File: src/rtl/usb_arb_pkg.sv
// Shared constants for usb_bulk_in_arbiter: state encoding, default burst ceilings
// and header byte layout.
package usb_arb_pkg;

  typedef logic [1:0] state_t;

  localparam state_t ST_IDLE = 2'd0;
  localparam state_t ST_HDR  = 2'd1;
  localparam state_t ST_XFER = 2'd2;

  localparam int unsigned MAX_BURST_HS = 512;
  localparam int unsigned MAX_BURST_FS = 64;

  localparam int unsigned HDR_CONT_BIT = 7;
  localparam int unsigned HDR_GNT_LSB  = 0;
  localparam int unsigned HDR_GNT_W    = 3;

endpackage

File: src/rtl/rr_pick.sv
// Combinational round-robin selector: first asserted request found scanning from ptr
// upwards, modulo NUM_SRC.
module rr_pick #(
  parameter int unsigned NUM_SRC = 4,
  parameter int unsigned PW      = $clog2(NUM_SRC)
) (
  input  logic [NUM_SRC-1:0] req,
  input  logic [PW-1:0]      ptr,
  output logic [PW-1:0]      idx,
  output logic               any
);

  logic [PW:0] sum;

  // Walk offsets from farthest to nearest so the nearest asserted request wins.
  always_comb begin
    idx = '0;
    sum = '0;
    any = |req;
    for (int unsigned i = 0; i < NUM_SRC; i++) begin
      sum = {1'b0, ptr} + (PW+1)'(NUM_SRC - 1 - i);
      if (sum >= (PW+1)'(NUM_SRC)) sum = sum - (PW+1)'(NUM_SRC);
      if (req[sum[PW-1:0]]) idx = sum[PW-1:0];
    end
  end

endmodule

File: src/rtl/usb_bulk_in_arbiter.sv
// Round-robin, packet-atomic AXIS arbiter feeding the USB bulk IN stream with a per-grant
// byte ceiling. Define USB_ARB_HEADER_EN to prefix each burst with a header byte.
module usb_bulk_in_arbiter
  import usb_arb_pkg::*;
#(
  parameter int unsigned NUM_SRC   = 4,
  parameter int unsigned MAX_BURST = MAX_BURST_HS,
  parameter int unsigned CNTW      = $clog2(MAX_BURST)
) (
  input  logic                   aclk,
  input  logic                   aresetn,
  input  logic [NUM_SRC-1:0]     s_axis_tvalid_i,
  output logic [NUM_SRC-1:0]     s_axis_tready_o,
  input  logic [NUM_SRC-1:0]     s_axis_tlast_i,
  input  logic [8*NUM_SRC-1:0]   s_axis_tdata_i,
  output logic                   m_axis_tvalid_o,
  input  logic                   m_axis_tready_i,
  output logic                   m_axis_tlast_o,
  output logic [7:0]             m_axis_tdata_o,
  output logic [NUM_SRC-1:0]     grant_o,
  output logic                   busy_o
);

  localparam int unsigned GW = $clog2(NUM_SRC);
  localparam logic [GW-1:0] LAST_IDX = GW'(NUM_SRC - 1);
  localparam logic [CNTW-1:0] CEIL = CNTW'(MAX_BURST - 1);

  state_t          state_q, state_d;
  logic [GW-1:0]   gnt_q, gnt_d, rr_ptr_q, rr_ptr_d;
  logic [CNTW-1:0] count_q, count_d;
  logic [GW-1:0]   pick_idx;
  logic            pick_any;
  logic            sel_valid, sel_last, at_ceiling, hs;
  logic [7:0]      sel_data;

  rr_pick #(
    .NUM_SRC(NUM_SRC),
    .PW     (GW)
  ) u_pick (
    .req(s_axis_tvalid_i),
    .ptr(rr_ptr_q),
    .idx(pick_idx),
    .any(pick_any)
  );

  assign sel_valid  = s_axis_tvalid_i[gnt_q];
  assign sel_last   = s_axis_tlast_i[gnt_q];
  assign sel_data   = s_axis_tdata_i[{gnt_q, 3'b000} +: 8];
  assign at_ceiling = (count_q == CEIL);
  assign hs         = m_axis_tvalid_o & m_axis_tready_i;

`ifdef USB_ARB_HEADER_EN
  // One flag per source: its last burst was cut by the ceiling, not by its own tlast.
  logic [NUM_SRC-1:0] cont_q, cont_d;
  logic [7:0]         hdr_byte;

  always_comb begin
    hdr_byte = '0;
    hdr_byte[HDR_CONT_BIT] = cont_q[gnt_q];
    hdr_byte[HDR_GNT_LSB +: HDR_GNT_W] = HDR_GNT_W'(gnt_q);
  end
`endif

  always_ff @(posedge aclk or negedge aresetn) begin
    if (!aresetn) begin
      state_q  <= ST_IDLE;
      gnt_q    <= '0;
      rr_ptr_q <= '0;
      count_q  <= '0;
`ifdef USB_ARB_HEADER_EN
      cont_q   <= '0;
`endif
    end else begin
      state_q  <= state_d;
      gnt_q    <= gnt_d;
      rr_ptr_q <= rr_ptr_d;
      count_q  <= count_d;
`ifdef USB_ARB_HEADER_EN
      cont_q   <= cont_d;
`endif
    end
  end

  always_comb begin
    state_d  = state_q;
    gnt_d    = gnt_q;
    rr_ptr_d = rr_ptr_q;
    count_d  = count_q;
`ifdef USB_ARB_HEADER_EN
    cont_d   = cont_q;
`endif
    case (state_q)
      ST_IDLE: begin
        if (pick_any) begin
          gnt_d = pick_idx;
`ifdef USB_ARB_HEADER_EN
          state_d = ST_HDR;
`else
          state_d = ST_XFER;
`endif
        end
      end
`ifdef USB_ARB_HEADER_EN
      ST_HDR: begin
        if (m_axis_tready_i) begin
          count_d = count_q + 1'b1;
          state_d = ST_XFER;
        end
      end
`endif
      ST_XFER: begin
        if (hs) begin
          if (m_axis_tlast_o) begin
            state_d  = ST_IDLE;
            count_d  = '0;
            rr_ptr_d = (gnt_q == LAST_IDX) ? '0 : gnt_q + 1'b1;
`ifdef USB_ARB_HEADER_EN
            cont_d[gnt_q] = ~sel_last;
`endif
          end else begin
            count_d = count_q + 1'b1;
          end
        end
      end
      default: state_d = ST_IDLE;
    endcase
  end

  always_comb begin
    m_axis_tvalid_o = 1'b0;
    m_axis_tlast_o  = 1'b0;
    m_axis_tdata_o  = '0;
    s_axis_tready_o = '0;
    grant_o         = '0;
    busy_o          = (state_q != ST_IDLE);
    case (state_q)
`ifdef USB_ARB_HEADER_EN
      ST_HDR: begin
        m_axis_tvalid_o = 1'b1;
        m_axis_tdata_o  = hdr_byte;
        grant_o[gnt_q]  = 1'b1;
      end
`endif
      ST_XFER: begin
        m_axis_tvalid_o        = sel_valid;
        m_axis_tlast_o         = sel_last | at_ceiling;
        m_axis_tdata_o         = sel_data;
        s_axis_tready_o[gnt_q] = m_axis_tready_i;
        grant_o[gnt_q]         = 1'b1;
      end
      default: ;
    endcase
  end

endmodule

File: config.mk
export PLATFORM = sky130hd
export DESIGN_NAME = usb_bulk_in_arbiter
export DESIGN_NICKNAME = d
export VERILOG_FILES = /design/src/rtl/usb_arb_pkg.sv /design/src/rtl/rr_pick.sv /design/src/rtl/usb_bulk_in_arbiter.sv
export SDC_FILE = /design/constraint.sdc
export NUM_CORES = 1
export LEC_CHECK = 0
export ABC_AREA = 1
export ABC_CLOCK_PERIOD_IN_PS = 1950
export CORE_MARGIN = 5
export CORE_UTILIZATION = 42
export DETAILED_ROUTE_END_ITERATION = 6
export PLACE_DENSITY = 0.92
export SLEW_MARGIN = 10
export SYNTH_ARGS = -nofsm -noshare
export SYNTH_HDL_FRONTEND = slang
export SYNTH_SLANG_ARGS = --single-unit
File: constraint.sdc
create_clock -name aclk -period 1.95 [get_ports aclk]
set_input_delay 0.2925 -clock aclk [delete_from_list [all_inputs] [get_ports aclk]]
set_output_delay 0.2925 -clock aclk [all_outputs]
set_load 0.005 [all_outputs]
==> flow_metrics.tcl <==
set metrics [dict create \
    crit_path_end_kind "primary output" \
    initial_core_util_pct 43.0 \
    port_buffers 61 \
    first_pass_iters 4 \
    cts_sinks 14 \
    fin_util_pct 72.3 \
    cts_buffer_depth 2 \
    yosysTopAreaCell "dfrtp_1" \
    tightest_slew_ps 631 \
    crit_path_cell_trace "ha_2 > nand2_2 > nor2_2 > nand2_2 > nor3_2 > ha_2 > inv_2 > nand2_2 > nand2_2 > inv_2 > clkbuf_2" \
    final_nets 376 \
    layout_min_cycle_time_ps 2060 \
    final_cells 371 \
    powerDensity_nw_per_um2 1340 \
    setup_violations 2 \
    synth-async-reset-ratio_pct 100 \
    clkTransAtPathRegs_ps 80 \
    synthAdderAreaFrac_pct 5.28 \
    outcome "finished, violations left" \
    syn_inst 230 \
    design.core.area_um2 3310 \
    die-area_um2 4650 \
    synthXorXnorAreaFrac_pct 2.46 \
    yosysMostFrequentCell "nand2_1" \
    area_growth_pct 68.3 \
    cp.arrival_ps 1770 \
    leakage_nw 1.22 \
    vdd_drop_max_mv 0.686 \
    syn_area_um2 1420 \
    pin_count 62 \
    holdWs_ps 386 \
    grt_util_all_layers_pct 22.5 \
    setup_ws_ps -110 \
    dp_hpwl_um 3690 \
    fin_skew_ps 9.25 \
    fmax_mhz 485 \
    worstSkewPairLatency_ps 290 \
    yosys_warnings 0 \
    antenna_cells 0 \
    synth_cell_types 26 \
    cp_max_fo 2 \
    avgSynthCellArea_um2 6.19 \
    cts.htree.levels 1 \
    die_h_um 68.2 \
    grt_setup_unrepaired "true" \
    num_vias 1900 \
    synth-edff-count 0 \
    synth_nets 279 \
    fin_tns_setup_ps -152 \
    die-width_um 68.2 \
    crit_type "reg2out" \
    synth-simple-area-share_pct 39.8 \
    grt_max_degree 15 \
    synth_compound_area_share_pct 14.8 \
    ant_nets 0 \
    final_hold_viol_count 0 \
    fill_cells 223 \
    drtIter0Drc 99 \
    viasPerCell 5.12 \
    drc 0 \
    yosys-top-cells-count "nand2_1 (64), nor2_1 (47), inv_1 (20)" \
    synth_top_cell_area_share_pct 24.6 \
    failed_checks "negative setup slack" \
    critical-path-max-stage-delay_ps 360 \
    routed_wl_um 5510 \
    synth_top_family_by_area "simple AND/OR/NAND/NOR gates" \
    routedWlPerCell_um 14.8 \
    cts_hold_buffers 0 \
    overflow 0 \
    place_inst 351 \
    synth_ff_type "dfrtp_1" \
    worstPathRequired_ps 1660 \
    drv_slew 0 \
    ys_ff_latch 14 \
    maxSlewHeadroom_pct 57.8 \
    antenna_found_initial 0 \
    cts_tree "built" \
    min_path_type "in2async" \
    fin_crit_sh_pct 106 \
    place.gp.congestion 0.877 \
    num_rows 21 \
    cts_root_buffer "clkbuf_4" \
    crit_path_frequent_cell "nand2_2" \
    cts_made_buffers 3 \
    worstSetupStartpointType "register" \
    dpl_worst_slack_ps -152 \
    drive_gt1_share_pct 26.5 \
    drv_cap 0 \
    synthMuxAreaShare_pct 0 \
    seq_area_frac_synth_pct 24.6 \
    grt_first_pass_wirelength_um 7960 \
    first_global_vias 1819 \
    cpMaxStageDelayCell "dfrtp_1" \
    ys_top_cells_by_area "dfrtp_1 (25%), nand2_1 (17%), nor2_1 (12%), o21ai_0 (6.7%), nand3_1 (6.0%)" \
]
==> per-stage QoR <==
step	power (mW)	cell area, um^2
after floorplan	1.72	1420
after global placement	2.59	2190
after detailed placement	2.67	2190
after CTS	2.88	2300
after global routing	3.46	2390
final	3.20	2390
==> final cells by class <==
cell class | count | area (um^2) | share of cell area, %
repair inverters | 1 | 7.51 | 0.314
inverters | 24 | 97.6 | 4.08
flip-flops and latches | 14 | 353 | 14.7
repair buffers | 100 | 926 | 38.7
well taps | 46 | 57.6 | 2.40
clock buffers | 3 | 22.5 | 0.941
multi-input cells | 183 | 930 | 38.8
==> timing repair <==
action | in CTS | in global routing
cloned | 2 | 1
endpoints found under the setup margin | 18 | 8
pin swaps | 2 | 13
gates resized for setup | 28 | 39
setup buffers | 8 | 6
==> metal layers <==
metal	track usage [%]	up-vias	share of wire, %
met3	7.22	17	9.2
met2	42.0	86	51
met5	0	-	0
met1	23.0	873	37
li1	-	924	-
met4	8.44	0	2.8
==> worst paths after layout <==
path                       startpoint              to  slack (ps)  depth (start not counted)
max                        count_q[1]  m_axis_tlast_o        -110                         11
min                           aresetn      count_q[5]         390                          1
max reg2reg                count_q[1]     rr_ptr_q[0]          80                         13
min reg2reg                count_q[8]      count_q[8]         500                          2
max in group asynchronous     aresetn        gnt_q[1]        1120                          1
min in group aclk          count_q[8]      count_q[8]         500                          2
==> report_power, final <==
part | internal, mW | switching, mW
combinational | 1.22 | 1.30
clock | 0.0719 | 0.0925
sequential | 0.382 | 0.130
==> worst max-delay path, delay by kind of cell, from the launching register on <==
kind                     cells  cell delay, ps
adder cells (fa/ha/maj)      2             390
buffers and inverters        3             190
AND/OR/NAND/NOR              6             550
flip-flops                   1             360
==> cells by family after synthesis <==
logic type,Yosys count
xor gates and xnor gates,4
and+or+nand+nor,137
buffers and inverters,33
adders and majority gates,6
DFF,14
AOI/OAI and AO/OA,36
==> placed cells by master (no fill, tap or decap), types with 7 or more instances in the layout <==
master,count
a21oi_1,9
buf_4,30
clkbuf_2,9
clkdlybuf4s50_1,43
dfrtp_1,12
dlygate4sd2_1,8
inv_1,18
nand2_1,59
nand2_2,8
nand3_1,17
nor2_1,45
o21ai_0,15
o21ai_2,7
==> sequential cells by signal (all words and copies together), names as in the netlist <==
register and cells:
rr_ptr_q 2, count_q 9, gnt_q 2, state_q 1
No activity file was read; power rests on OpenSTA's default activity.
==> variant 1, RTL diff (same settings) <==
Build with the macro `USB_ARB_HEADER_EN` defined.
--- a/src/rtl/usb_bulk_in_arbiter.sv
+++ b/src/rtl/usb_bulk_in_arbiter.sv
@@ -2,2 +2,4 @@
 // byte ceiling. Define USB_ARB_HEADER_EN to prefix each burst with a header byte.
+`define USB_ARB_HEADER_EN
+
 module usb_bulk_in_arbiter
Function: changed (a bounded check fails within 4 cycles, from zero or initial values and one cycle with aresetn low).
==> variant 1 against the original RTL <==
  * The flow still finishes with violations (setup timing)
  * Critical path depth shrank 5
  * Setup slack better by 98 ps
  * Clock skew decreased by 3.3 ps
  * Worst hold slack lost 21 ps
  * Area after synthesis up 33%
  * Wire length up 26%
  * Utilization fell by 0.49 points
  * Final area grew 31%
  * Register-to-register slack worse by 80 ps
  * Sequential power is 32% higher
  * Maximum frequency up 5.0%
  * Sequential cell count increased by 5
  * Total power is 28% higher
==> variant 1: results (changes against the original RTL) <==
Parameter                              Value

Timing
  Fin worst setup slack ... -12.24 ps (was -110.4 ps)
  Final setup violation count ... 2 (unchanged)
  Slew at the pin with the worst max-slew slack ... 307.8 ps (was 630.7 ps)

Critical path
  Register-to-register setup slack ... 0 ps (was 80 ps)
  Critical Path Slowest Stage Cell ... sky130_fd_sc_hd__dfrtp_2 (was sky130_fd_sc_hd__dfrtp_1)

Status
  Failing checks ... setup timing (unchanged)
  Status ... complete, but fails checks (unchanged)

Synthesis
  Number of instances in the synthesized netlist ... 307 (was 230)
  Library cells used by synthesis ... 28 (was 26)
  Seq/Total Area, Yosys ... 25.20% (was 24.63%)
  Compound-cell area share of the yosys netlist ... 16.31% (was 14.78%)
  Adder-cell area share of the yosys netlist ... 6.631% (was 5.277%)

Layout
  Leading registers by flop count ... count_q x9, cont_q x4 (was count_q x9, gnt_q x2, rr_ptr_q x2)
  Share of final-layout standard cells stronger than drive strength 1 ... 25.81% (was 26.46%)

Clock network
  Insertion delay of the later-clocked pin in the worst-skew pair ... 260 ps (was 290 ps)
  Clock root cell ... sky130_fd_sc_hd__clkbuf_8 (was sky130_fd_sc_hd__clkbuf_4)

Global route
  Global-route wire length before repair ... 9.570 mm (was 7.962 mm)
  Largest net degree at the start of global routing ... 26 (was 15)
  Met3 track demand over resource in global routing ... 5.035% (was 7.225%)
  Fraction of met1 tracks used by global routing ... 22.89% (was 23.00%)
  Total Routing Usage GR ... 19.13% (was 22.48%)

Detailed routing
  Total number of vias ... 2,372 (was 1,900)
  Detailed-route wire length ... 6.956 mm (was 5.508 mm)
  Routed length on met1 ... 2.748 mm (was 2.048 mm)
  Routed length on met2 ... 3.678 mm (was 2.795 mm)

Pwr
  Worst VDD drop ... 729.6 uV (was 686.4 uV)

Place
  Number of cells after detailed placement ... 440 (was 351)
  Post-DP HPWL ... 4.321 mm (was 3.693 mm)
variant 1: cell types whose count changed after synthesis, sizes merged, moves of 2 or more:
cell and delta:
o211ai -2, nor3 -2, nand3 +10, nand2 +33
xor2 -4, ha +4, o21bai +2, inv +14
o21ai +8, dfrtp +5, buf +3, o22ai +5
variant 1: worst max-delay path, delay by kind of cell, from the launching register on:
kind,cells,cell delay [ps]
buf+inv,4,670
flops,1,470
fa+ha+maj,1,210
simple gates,1,60
variant 1: final timing paths:
path | startpoint | end | cells after the start
max reg2reg | count_q[0] | cont_q[3] | 13
min in group aclk | cont_q[0] | cont_q[0] | 2
min reg2reg | cont_q[0] | cont_q[0] | 2
max in group asynchronous | aresetn | gnt_q[0] | 2
min | aresetn | count_q[2] | 2
max | gnt_q[0] | s_axis_tready_o[3] | 6
variant 1: per-stage QoR:
step / instance area, um^2 / setup slack (ps) / hold WS (ps)
2_1_floorplan: 1887 / 236.7 / -3.091
3_3_place_gp: 2733 / -60.60 / 455.2
3_5_place_dp: 2733 / -106.2 / 458.1
4_1_cts: 2856 / -212.6 / 367.8
5_1_grt: 3127 / -129.0 / 372.3
6_report: 3127 / -12.24 / 364.9
variant 1: report_power, final:
part | internal (mW) | total (mW) | switching, mW
clock | 0.145 | 0.280 | 0.135
combinational | 1.40 | 3.13 | 1.74
sequential | 0.522 | 0.676 | 0.155
total | 2.07 | 4.09 | 2.02
variant 1: layout make-up:
cell class	instances	share of cell area, %
multi-input cells	238	44.02
flip-flops and latches	19	15.25
repair inverters	1	0.2001
inverters	38	4.882
repair buffers	103	32.13
well taps	52	2.081
clock buffers	4	1.441
variant 1: repair_timing:
action,CTS,global route
setup buffers,2,7
cloned,0,2
pin swaps,4,8
resized for setup,30,48
endpoints found under the setup margin,22,29
hold buffers,0,0
==> variant 2, RTL diff (config.mk and constraints unchanged) <==
Without the edit above. Reset style: synchronous (`aresetn`), changed in one clocked block.
--- a/src/rtl/usb_bulk_in_arbiter.sv
+++ b/src/rtl/usb_bulk_in_arbiter.sv
@@ -63,3 +63,3 @@
 
-  always_ff @(posedge aclk or negedge aresetn) begin
+  always_ff @(posedge aclk) begin
     if (!aresetn) begin
Formal check against the unedited RTL: differs if aresetn is asserted again (counterexample within 4 cycles, from zero or initial values and one cycle with aresetn low); with aresetn held inactive, the same outputs for 10 cycles.
==> variant 2 against the original RTL <==
  * The flow still finishes with violations (setup timing)
  * Area after synthesis decreased by 5.9%
  * Setup slack improved by 110 ps
  * Final area decreased by 4.1%
  * Maximum frequency increased by 5.4%
  * First-iteration DRC count increased to 2.8 times the old value
  * Synthesized cell count increased by 7.8%
  * Sequential share of layout area decreased by 2.1 points
  * Non-clock buffer count decreased by 15
  * Sequential cell count unchanged
  * Wire length increased by 3.2%
Power is left out: it rests on default switching activity, and per cell area and clock period it moved more than threefold.
==> variant 2: results (changes against the original RTL) <==
Parameter                              Value

Status
  Status ... complete, but fails checks (unchanged)
  Failing checks ... setup timing (unchanged)

Timing
  Final setup violation count ... 1 (was 2)
  Max transition margin ... 74.48% (was 57.82%)
  Fin worst setup slack ... -5.324 ps (was -110.4 ps)

Synthesis
  Net count after synthesis ... 297 (was 279)
  Most common library cells after synthesis ... 72 x sky130_fd_sc_hd__nand2_1, 56 x sky130_fd_sc_hd__nor2_1, 22 x sky130_fd_sc_hd__inv_1, 17 x sky130_fd_sc_hd__a21oi_1, 17 x sky130_fd_sc_hd__o21ai_0 (was 64 x sky130_fd_sc_hd__nand2_1, 47 x sky130_fd_sc_hd__nor2_1, 20 x sky130_fd_sc_hd__inv_1, 19 x sky130_fd_sc_hd__o21ai_0, 17 x sky130_fd_sc_hd__nand3_1)
  Library cells used by synthesis ... 25 (was 26)
  Seq/Total Area, Yosys ... 20.93% (was 24.63%)

Detailed routing
  Total number of vias ... 1,957 (was 1,900)
  Initial DRC count ... 276 (was 99)
  Length of the first detailed-routing pass in iterations ... 6 (was 4)
  Detailed-route wire length ... 5.685 mm (was 5.508 mm)

Layout
  Number of inserted filler cells in the final layout ... 202 (was 223)
  Final net count ... 378 (was 376)
  Share of final-layout standard cells stronger than drive strength 1 ... 15.85% (was 26.46%)

Global route
  Number of global-route vias before repair ... 1,762 (was 1,819)
  Global-route wire length before repair ... 8.183 mm (was 7.962 mm)
  Total Routing Usage GR ... 23.57% (was 22.48%)
  Largest net degree at the start of global routing ... 25 (was 15)

Place
  Post-placement setup slack ... -122.3 ps (was -151.7 ps)
  Final weighted congestion in routability-driven placement ... 0.8999 (was 0.8770)
  Post-DP HPWL ... 3.486 mm (was 3.693 mm)

Critical path
  Critical Path Slowest Stage Cell ... sky130_fd_sc_hd__dfxtp_2 (was sky130_fd_sc_hd__dfrtp_1)

Clock network
  Reg clk slew, reported paths ... 100 ps (was 80 ps)

Hold path
  Hold/Removal Path Class ... reg2reg (was in2async)
variant 2: metal layers:
| layer | wire length, um | GRT usage, % | vias to the layer above |
|---|---|---|---|
| met5 | 0 | 0 | - |
| met4 | 215 | 7.360 | 0 |
| met3 | 414 | 3.710 | 20 |
| met2 | 2786 | 43.12 | 112 |
| met1 | 2267 | 27.77 | 882 |
| li1 | - | - | 943 |
variant 2: stage by stage:
step                utilization, %  hold slack (ps)  TNS, ps  cells  area (um^2)
global placement             68.81            464.2   -50.66    362         2101
global route                 75.16            565.5   -117.8    372         2295
CTS                          72.01            496.2   -236.1    368         2198
finish                       75.16            529.3   -5.324    372         2295
detailed placement           68.81            473.2   -144.2    362         2101
floorplan                        -            415.4        0    248         1339
variant 2: final cells by class:
type | count | area share (%)
multi-input cells | 198 | 41.44
repair buffers | 85 | 37.08
flip-flops and latches | 14 | 12.65
inverters | 27 | 4.853
well taps | 44 | 2.399
clock buffers | 4 | 1.581
variant 2: timing repair:
action,in CTS,in global routing
setup endpoints to repair,18,12
gates cloned,0,1
pin swaps,6,3
gates resized for setup,28,18
setup buffers,2,3
variant 2: final timing paths:
path	from	to	slack (ps)	depth (start not counted)
max	count_q[0]	m_axis_tlast_o	-5	11
min reg2reg	count_q[7]	count_q[7]	530	2
max reg2reg	count_q[0]	rr_ptr_q[1]	100	12
min	count_q[7]	count_q[7]	530	2
variant 2: worst max-delay path, delay by kind of cell (launching register included):
kind | cells | cell delay [ps]
and+or+nand+nor | 6 | 500
DFF | 1 | 360
adders and majority gates | 2 | 330
buffers and inverters | 3 | 190
variant 2: kinds of logic (layout without fill, tap and decap cells):
group | count (synthesis) | in the layout | synth area share, %
simple gates | 149 | 149 | 45.05
xor+xnor | 1 | 1 | 0.6543
flops | 14 | 14 | 20.93
compound gates | 42 | 42 | 16.36
buf+inv | 36 | 116 | 11.40
fa+ha+maj | 6 | 6 | 5.607
